--- src/rtl/serial_adder.sv ---
// Bit-serial adder/subtractor: processes one operand bit per clock, LSB first,
// and publishes sum, carry_out and signed overflow when the last bit is done.
module serial_adder #(
  parameter int WIDTH = 8
) (
  input  logic             clk,
  input  logic             rst_n,
  input  logic             start,
  input  logic             sub,
  input  logic [WIDTH-1:0] a,
  input  logic [WIDTH-1:0] b,
  output logic             busy,
  output logic             done,
  output logic [WIDTH-1:0] sum,
  output logic             carry_out,
  output logic             overflow,
  output logic [1:0]       o_state
);

  localparam int CW = (WIDTH > 1) ? $clog2(WIDTH) : 1;
  localparam logic [CW-1:0] LAST_BIT = CW'(WIDTH - 1);

  typedef enum logic [1:0] {
    IDLE = 2'd0,
    RUN  = 2'd1,
    DONE = 2'd2
  } state_t;

  state_t           r_state;
  state_t           w_next;
  logic             w_load;
  logic             w_step;
  logic             w_last;
  logic             w_bit;
  logic             w_carry;
  logic [WIDTH-1:0] w_res_next;

  logic [WIDTH-1:0] r_a;
  logic [WIDTH-1:0] r_b;
  logic [WIDTH-1:0] r_res;
  logic             r_c;
  logic [CW-1:0]    r_cnt;

  assign o_state = r_state;

  // One full-adder slice on the current LSBs of the shifting operands.
  assign w_bit   = r_a[0] ^ r_b[0] ^ r_c;
  assign w_carry = (r_a[0] & r_b[0]) | (r_a[0] & r_c) | (r_b[0] & r_c);
  assign w_last  = (r_cnt == LAST_BIT);

  // New bits enter at the MSB so after WIDTH steps bit 0 holds the LSB result.
  generate
    if (WIDTH == 1) begin : g_res_w1
      assign w_res_next = w_bit;
    end else begin : g_res_wn
      assign w_res_next = {w_bit, r_res[WIDTH-1:1]};
    end
  endgenerate

  always_ff @(posedge clk or negedge rst_n) begin
    if (!rst_n) begin
      r_state <= IDLE;
    end else begin
      r_state <= w_next;
    end
  end

  always_comb begin
    w_next = r_state;
    w_load = 1'b0;
    w_step = 1'b0;
    busy   = 1'b0;
    done   = 1'b0;
    case (r_state)
      IDLE: begin
        if (start) begin
          w_load = 1'b1;
          w_next = RUN;
        end
      end
      RUN: begin
        busy   = 1'b1;
        w_step = 1'b1;
        if (w_last) begin
          w_next = DONE;
        end
      end
      DONE: begin
        done = 1'b1;
        if (start) begin
          w_load = 1'b1;
          w_next = RUN;
        end else begin
          w_next = IDLE;
        end
      end
      default: begin
        w_next = IDLE;
      end
    endcase
  end

  // Subtraction is a + ~b + 1: operand B is inverted at load, carry seeded with 1.
  always_ff @(posedge clk or negedge rst_n) begin
    if (!rst_n) begin
      r_a       <= '0;
      r_b       <= '0;
      r_res     <= '0;
      r_c       <= 1'b0;
      r_cnt     <= '0;
      sum       <= '0;
      carry_out <= 1'b0;
      overflow  <= 1'b0;
    end else if (w_load) begin
      r_a   <= a;
      r_b   <= sub ? ~b : b;
      r_c   <= sub;
      r_cnt <= '0;
    end else if (w_step) begin
      r_a   <= r_a >> 1;
      r_b   <= r_b >> 1;
      r_res <= w_res_next;
      r_c   <= w_carry;
      r_cnt <= r_cnt + CW'(1);
      if (w_last) begin
        sum       <= w_res_next;
        carry_out <= w_carry;
        overflow  <= r_c ^ w_carry;
      end
    end
  end

endmodule

--- config.mk ---
export PLATFORM = sky130hd
export DESIGN_NAME = serial_adder
export DESIGN_NICKNAME = d
export VERILOG_FILES = /design/src/rtl/serial_adder.sv
export SDC_FILE = /design/constraint.sdc
export NUM_CORES = 1
export LEC_CHECK = 0
export ABC_CLOCK_PERIOD_IN_PS = 1400
export CORE_MARGIN = 1
export CORE_UTILIZATION = 45
export CTS_BUF_LIST = sky130_fd_sc_hd__clkbuf_8
export CTS_CLUSTER_SIZE = 28
export DETAILED_ROUTE_END_ITERATION = 10
export GPL_ROUTABILITY_DRIVEN = 0
export MAX_ROUTING_LAYER = met4
export PLACE_DENSITY = 0.74
export SLEW_MARGIN = 0
export SYNTH_ARGS = -nofsm -noshare
export SYNTH_HDL_FRONTEND = slang
export SYNTH_SLANG_ARGS = --single-unit
--- constraint.sdc ---
create_clock -name clk -period 1.4 [get_ports clk]
set_input_delay 0.28 -clock clk [delete_from_list [all_inputs] [get_ports clk]]
set_output_delay 0.28 -clock clk [all_outputs]
set_load 0.05 [all_outputs]
# ---- Word-level counts from Yosys, hierarchy flattened
# Cells that the tools add are included.
dict set report classes {
  n_reduce_logical 6
  eq_ne 5
  bitwise 10
  muxes 17
  add_sub_neg 1
}
# operator n
set op_table {}
lappend op_table {{two-way mux 8 bit} 5}
lappend op_table {{inverter 8 bit} 1}
lappend op_table {{two-way mux 1 bit} 7}
lappend op_table {{two-way mux 3 bit} 2}
lappend op_table {{case mux 2 bit (3 select lines)} 1}
lappend op_table {{two-way mux 2 bit} 2}
lappend op_table {{!= test 2 bit, second input constant} 2}
lappend op_table {{AND reduction 2 bit} 2}
lappend op_table {{adder 3 x 1 -> 3 bit, second input constant} 1}
lappend op_table {{bitwise AND 1 bit} 3}
lappend op_table {{== test 3 bit, second input constant} 1}
lappend op_table {{AND reduction 3 bit} 1}
lappend op_table {{bitwise XOR 1 bit} 3}
lappend op_table {{== test 2 x 1 -> 1 bit, second input constant} 1}
lappend op_table {{== test 2 bit, second input constant} 1}
lappend op_table {{zero test 2 bit} 1}
lappend op_table {{OR 1 bit} 2}
lappend op_table {{nonzero test 2 bit} 1}
lappend op_table {{OR reduction 2 bit} 1}
lappend op_table {{inverter 1 bit} 1}
dict set report totals {
  inputBits 20
  register_bits 40
  elab_cells 48
}

# ---- Depth between registers and ports, before layout
# Gate-level depths: netlist of the first run.
dict set report depth {
  word_depth 5
  depth_mapped 6
  mapped_depth_nobuf 5
}

# ---- Least setup slack after synthesis of the first run
# OpenSTA, ideal clock, no wires.
dict set report synth_timing {
  path_type {register to output}
  start {register r_state[1], in the netlist o_state[1]}
  end {output port done}
  path_slack_ns -0.287
  stages_incl_launch_ff 2
  t_arrival_ns 1.407
  path_cell_list {dfrtp_1 -> nor2b_1}
}
dict set report synth_between {
  elab_chain_cells 2
}
# element line_no
set synth_rtl {}
lappend synth_rtl {{start, declared} 29} ;# state_t r_state;
lappend synth_rtl {{start signal, assigned} 64} ;# r_state <= w_next;
lappend synth_rtl {{== test 2 bit} 74} ;# case (r_state)
lappend synth_rtl {{two-way mux 1 bit} 74}
lappend synth_rtl {{end, declared} 13} ;# output logic done,
# Every way passes these cells.

# ---- Worst setup path in the final report of the first run
dict set report layout_timing {
  start {register r_cnt[0]}
  end {register sum[3]}
}
dict set report layout_between {
  elab_chain_cells 2
}
# element line_no
set layout_rtl {}
lappend layout_rtl {{start, declared} 42} ;# logic [CW-1:0] r_cnt;
lappend layout_rtl {{start signal, assigned} 124} ;# r_cnt <= r_cnt + CW'(1);
lappend layout_rtl {{== test 3 bit} 49} ;# assign w_last = (r_cnt == LAST_BIT);
lappend layout_rtl {{AND reduction 3 bit (no source line)} -}
lappend layout_rtl {{end signal, assigned} 126} ;# sum <= w_res_next;
lappend layout_rtl {{end, declared} 14} ;# output logic [WIDTH-1:0] sum,
# Every way passes these cells.
# A chain may end at the register's enable or synchronous reset.

==> summary.md, run 1 <==
| Metric | Value |
|---|---|
| Post-synthesis sequential area ratio | 57.65% |
| Diodes inserted | 0 |
| Max FO, Critical Path | 12 |
| Site Rows | 21 |
| Reg-to-reg slack, setup | -80 ps |
| Layout area overhead | 43.16% |
| CTS tree | done |
| Post-layout util | 69.88% |
| Die area | 4011 um^2 |
| Critical path type | reg2reg |
| Layout cells sized above 1 | 27.23% |
| Fmax achieved | 675.9 MHz |
| Setup crit end kind | flop |
| Failing checks | negative setup slack |
| CTS HTree Levels | 2 |
| Setup TNS | -630.7 ps |
| Mapped Cells | 153 |
| Worst R2R Start | r_cnt[0] |
| Post-route minimum period | 1479 ps |
| First-pass GRT wire length | 5630 um |
| Period utilization | 105.7% |
| Die extent in y | 63.34 um |
| Gr usage total | 18.91% |
| Worst hold margin | 470.8 ps |
| Rel. slew slack | 69.98% |
| Clock skew | 5.661 ps |
| CTS clk-pin slew, worst paths | 70 ps |
| Detailed Place HPWL | 2266 um |
| Pre-CTS setup slack | -171.9 ps |
| Top-area cell type share of the netlist area | 57.65% |
| Vias in the first global route | 1269 |
| Leakage | 1.110 nW |
| GR Overflow Total | 0 |
| Post-synth EDFFs | 0 |
| Status | finished, violations left |
| Chip width | 63.34 um |
| Syn Area/Cell | 11.06 um^2 |
| Final hold violation count | 0 |
| Critical Path RT | 1570 ps |
| Max Cap Viol | 0 |
| Inserted Clock Buffers | 5 |
| Initial antenna violation count | 0 |
| Largest net degree at the start of global routing | 22 |
| Via-to-Cell Ratio | 5.149 |
| Post-synth ARST share | 100.0% |
| Max IR drop VDD | 902.8 uV |
| Vias | 1277 |
| FF-to-FF path depth | 5 |
| Most frequent cells after synthesis | dfrtp_1, nand2_1, nor2_1, mux2_2, xnor2_1 |
| Worst hold path class | in2async |
| Final setup violation count | 9 |
| Routed wire length | 3241 um |
| DRT antenna net count | 0 |
| Layout Nets | 224 |
| Pre-antenna DRT Iters | 4 |
| Initial Util | 48.81% |
| Yosys reg bits | 39 |
| YS warnings | 0 |
| Power density cells | 2464 nW/um^2 |
| Slew Limit Fails | 0 |
| FILL cells | 250 |
| Setup crit start kind | flop |
| Crit path DAT | 1650 ps |
| Largest area contributor in the netlist | dfrtp_1 |
| Fin worst setup slack | -79.45 ps |
| Most common cell in the netlist | dfrtp_1 |
| Ys flop type | dfrtp_1 |
| Reg2Reg Capture Point | sum[3] |
| Setup repair after global routing missed its margin | true |
| Worst-Margin Slew | 450.4 ps |
| Initial DRC Count | 81 |
| Library cells used by synthesis | 27 |
| Synth area leaders | dfrtp_1, nand2_1, mux2_2, a221o_1, xnor2_1 |
| Port Buffers | 33 |
| Cell area after synthesis | 1693 um^2 |
| Routed wire length per instance | 13.07 um |
| Syn_nets | 176 |
| Area of the core | 3468 um^2 |
| Root buffer cell | clkbuf_8 |
| Clk sinks | 39 |
| # IOs | 34 |
| Clock tree buffer depth | 2 |
| Worst-Skew Late Latency | 280 ps |
| DRC | 0 |
-- stage by stage --
step | cells | cell area (um^2) | total power, mW
global placement | 231 | 2260 | 4.962
global route | 248 | 2424 | 6.355
detailed placement | 231 | 2260 | 5.077
CTS | 243 | 2380 | 5.877
floorplan | 153 | 1725 | 3.879
finish | 248 | 2424 | 5.971
-- report_power, final --
group          switching (mW)  internal [mW]
sequential              0.416           1.66
clock                   0.356          0.334
combinational            1.62           1.58
total                    2.39           3.58
-- registers in the layout, summed over array words and instances (netlist names) --
signal and cells:
r_cnt 3, r_a 8, r_res 7, o_state 2, sum 8, overflow 1
r_c 1, carry_out 1, r_b 8
-- logic make-up (layout without fill, tap and decap cells) --
family | after synthesis | count (layout) | synth area share (%)
adders and majority gates | 3 | 3 | 2.661
DFF | 39 | 39 | 57.65
and+or+nand+nor | 60 | 60 | 14.78
muxes | 9 | 9 | 5.987
xor gates and xnor gates | 9 | 9 | 4.657
AOI/OAI and AO/OA | 22 | 22 | 9.904
buffers and inverters | 11 | 60 | 4.360
-- placed cells by master (no fill, tap or decap) --
cell type,instances
buf_2,1
mux2_2,9
inv_12,1
xor2_1,1
nor2b_1,1
a22o_1,3
nor2b_2,1
o22ai_1,1
nand3_1,2
nor2_4,1
buf_12,16
a21oi_1,1
clkdlybuf4s50_1,18
inv_6,1
xnor2_1,8
dlygate4sd3_1,1
nand2_1,37
nor3_1,1
nor2_1,14
a31oi_1,6
nand2b_4,1
a221o_1,7
a22oi_1,1
clkinv_2,1
inv_1,3
buf_4,12
buf_6,1
nand3b_1,1
fa_1,1
nand2b_2,1
ha_2,2
dfrtp_1,37
clkbuf_8,5
o21ai_0,3
dfrtp_2,2
-- worst max-delay path by stage --
stage,endpoint,start,cells past startpoint
2_1_floorplan,carry_out,r_cnt[0],5
3_3_place_gp,r_a[4],start,5
3_5_place_dp,r_a[7],start,5
4_1_cts,sum[3],r_cnt[1],5
5_1_grt,sum[3],r_cnt[1],5
6_report,sum[3],r_cnt[0],5
-- layout make-up --
class	count	area [um^2]	share of cell area [%]
timing repair buffer	49	616.8	25.45
inverter	2	20.02	0.8260
multi-input combinational	103	660.6	27.26
sequential	39	978.4	40.37
clock buffer	5	68.82	2.839
timing repair inverter	1	8.758	0.3614
tap	46	57.56	2.375
clock inverter	3	12.51	0.5163
-- layer usage --
metal | vias up | wire length (um) | track usage [%]
li1 | 610 | - | -
met3 | 6 | 190 | 4.710
met1 | 610 | 1328 | 22.92
met4 | 0 | 51 | 8.239
met5 | - | 0 | -
met2 | 51 | 1671 | 29.92
-- critical path: stages (launching register included) --
cell and delay [ps]:
dfrtp_1 400, ha_2 170, ha_2 170, nand3b_1 130
buf_12 150, mux2_2 340
-- repair_timing --
item	CTS	global route
setup endpoints to repair	10	27
buffers inserted	2	5
gates cloned	1	0
hold buffers	1	0
gates resized for setup	1	2
hold endpoints to repair	18	0
Power figures use the tool's default switching activity.
==> inputs of run 2 (changes only) <==
--- a/config.mk
+++ b/config.mk
@@ -7,13 +7,13 @@
 export LEC_CHECK = 0
 export ABC_CLOCK_PERIOD_IN_PS = 1400
 export CORE_MARGIN = 1
-export CORE_UTILIZATION = 45
+export CORE_UTILIZATION = 47
 export CTS_BUF_LIST = sky130_fd_sc_hd__clkbuf_8
 export CTS_CLUSTER_SIZE = 28
 export DETAILED_ROUTE_END_ITERATION = 10
 export GPL_ROUTABILITY_DRIVEN = 0
 export MAX_ROUTING_LAYER = met4
-export PLACE_DENSITY = 0.74
+export PLACE_DENSITY = 0.77
 export SLEW_MARGIN = 0
 export SYNTH_ARGS = -nofsm -noshare
 export SYNTH_HDL_FRONTEND = slang
==> run 2 against run 1 <==
The flow still finishes with violations (negative setup slack). Via count rose by 0.94%. Count of clock-buffer cells in the layout did not move. Highest routed layer unchanged. Die area fell by 4.1%.
==> summary.md, run 2 (synthesis gave the netlist of run 1 again) <==
| Metric | Value |
|---|---|
| Layout cells sized above 1 | 28.22% (+0.99 points) |
| Worst-Skew Late Latency | 300 ps (+20 ps) |
| CTS clk-pin slew, worst paths | 70 ps (about the same) |
| Reg-to-reg slack, setup | -70 ps (about the same) |
| DRT antenna net count | 0 (unchanged) |
| Top Registers | r_a: 8 flops, r_b: 8 flops, sum: 8 flops |
| GR Overflow Total | 0 (unchanged) |
| Failing checks | negative setup slack |
| Setup crit start kind | flop |
| Critical Path RT | 1580 ps (about the same) |
| Max FO, Critical Path | 12 (unchanged) |
| Pre-CTS setup slack | -154.1 ps (+17.89 ps) |
| Largest net degree at the start of global routing | 22 (unchanged) |
| Crit path DAT | 1650 ps (about the same) |
| Initial Util | 49.94% (+1.1 points) |
| Setup repair after global routing missed its margin | true |
| Die area | 3846 um^2 (-4.1%) |
| Chip width | 62.02 um (-2.1%) |
| Max Cap Viol | 0 (unchanged) |
| Diodes inserted | 0 (unchanged) |
| Rel. slew slack | 71.01% (+1.0 points) |
| CTS tree | done |
| Worst hold margin | 463.2 ps (-7.621 ps) |
| Most frequent cells in the layout | nand2_1, dfrtp_1, clkdlybuf4s50_1 |
| Max IR drop VDD | 1121 uV (+24%) |
| Area of the core | 3390 um^2 (-2.3%) |
| Clk sinks | 39 (unchanged) |
| Worst hold path class | in2async |
| # IOs | 34 (unchanged) |
| Pre-antenna DRT Iters | 4 (unchanged) |
| Vias in the first global route | 1161 (-8.5%) |
| Worst-Margin Slew | 434.8 ps (-15.52 ps) |
| Inserted Clock Buffers | 5 (unchanged) |
| Setup crit end kind | flop |
| Initial DRC Count | 69 (-15%) |
| P_int | 3.815 mW (+6.5%) |
| Clock Power Share | 14.8% (+3.2 points) |
| Layout Nets | 224 (unchanged) |
| Initial antenna violation count | 0 (unchanged) |
| Sw Share | 39.08% (-0.91 points) |
| Cell Count, Final, Fillers Out | 248 (unchanged) |
| Final setup violation count | 9 (unchanged) |
| Critical path type | reg2reg |
| Psw | 2.447 mW (+2.5%) |
| Root buffer cell | clkbuf_8 |
| Combinational fraction of design power | 51.7% (-1.9 points) |
| Vias | 1289 (+0.94%) |
| Fin worst setup slack | -70.30 ps (+9.148 ps) |
| Via-to-Cell Ratio | 5.198 (+0.94%) |
| Routed wire length per instance | 13.42 um (+2.7%) |
| DRC | 0 (unchanged) |
| Layout area overhead | 46.56% |
| Detailed Place HPWL | 2338 um (+3.2%) |
| Status | finished, violations left |
| Slew Limit Fails | 0 (unchanged) |
| Post-layout total power | 6.262 mW (+4.9%) |
| Fmax achieved | 680.1 MHz (+0.62%) |
| Power density cells | 2524 nW/um^2 (+2.4%) |
| Clock skew | 11.41 ps (+5.745 ps) |
| FF-to-FF path depth | 5 (unchanged) |
| FILL cells | 228 (-8.8%) |
| Cells after DPL | 233 (+0.87%) |
| Clock tree buffer depth | 2 (unchanged) |
| Port Buffers | 33 (unchanged) |
| Final hold violation count | 0 (unchanged) |
| Die extent in y | 62.02 um (-2.1%) |
| Reg power frac | 33.5% (-1.3 points) |
| Site Rows | 21 (unchanged) |
| CTS HTree Levels | 2 (unchanged) |
| Gr usage total | 20.67% (+1.8 points) |
| Post-layout util | 73.20% (+3.3 points) |
| Leakage | 1.129 nW (+1.7%) |
| Post-route minimum period | 1470 ps (-9.148 ps) |
| Period utilization | 105.0% (-0.65 points) |
| First-pass GRT wire length | 5244 um (-6.9%) |
| Routed wire length | 3328 um (+2.7%) |
==> run 2: worst max-delay path: stages (launching register included) <==
cell and delay [ps]:
dfrtp_1 400, ha_2 190, ha_4 160, nand3b_1 130, buf_12 150, mux2_2 330
==> run 2: routing by layer <==
layer,GRT usage [%],share of wire [%],vias up
li1,-,-,614
met1,25.14,43,628
met2,31.00,50,40
met3,6.832,4.9,7
met4,9.841,2.2,0
met5,-,0,-
==> run 2: worst paths after layout <==
kind,to,startpoint
setup / recovery,sum[1],r_cnt[0]
hold / removal,r_b[1],rst_n
setup reg to reg,sum[1],r_cnt[0]
hold reg to reg,r_res[1],r_res[1]
max in group asynchronous,r_a[3],rst_n
min in group clk,r_res[1],r_res[1]
==> run 2: what timing repair did <==
action,in CTS,in global routing
gates resized for setup,3,2
cloned,1,0
hold buffers,1,0
setup buffers,1,4
endpoints found under the hold margin,18,0
setup endpoints to repair,10,18
==> run 2: cell type report <==
cell class | count | area, um^2 | share of cell area [%]
inverter | 2 | 20.02 | 0.8069
clock inverter | 3 | 43.79 | 1.765
timing repair inverter | 1 | 8.758 | 0.3530
sequential | 39 | 978.4 | 39.44
tap | 46 | 57.56 | 2.320
multi-input combinational | 103 | 674.4 | 27.18
timing repair buffer | 49 | 629.4 | 25.37
clock buffer | 5 | 68.82 | 2.774
==> run 2: through the flow <==
| stage | TNS [ps] | instance area [um^2] |
|---|---|---|
| global route | -1041 | 2481 |
| detailed placement | -2435 | 2275 |
| CTS | -527.0 | 2432 |
| finish | -525.1 | 2481 |
| global placement | -1587 | 2275 |
| floorplan | -176.5 | 1725 |
==> run 2: power by group through the flow <==
stage / logic [mW] / clock network, mW / registers [mW]
2_1_floorplan: 1.37 / 0 / 2.51
3_3_place_gp: 2.88 / 0 / 2.09
3_5_place_dp: 2.98 / 0 / 2.12
4_1_cts: 3.10 / 0.939 / 2.11
5_1_grt: 3.49 / 0.987 / 2.16
6_report: 3.24 / 0.927 / 2.10
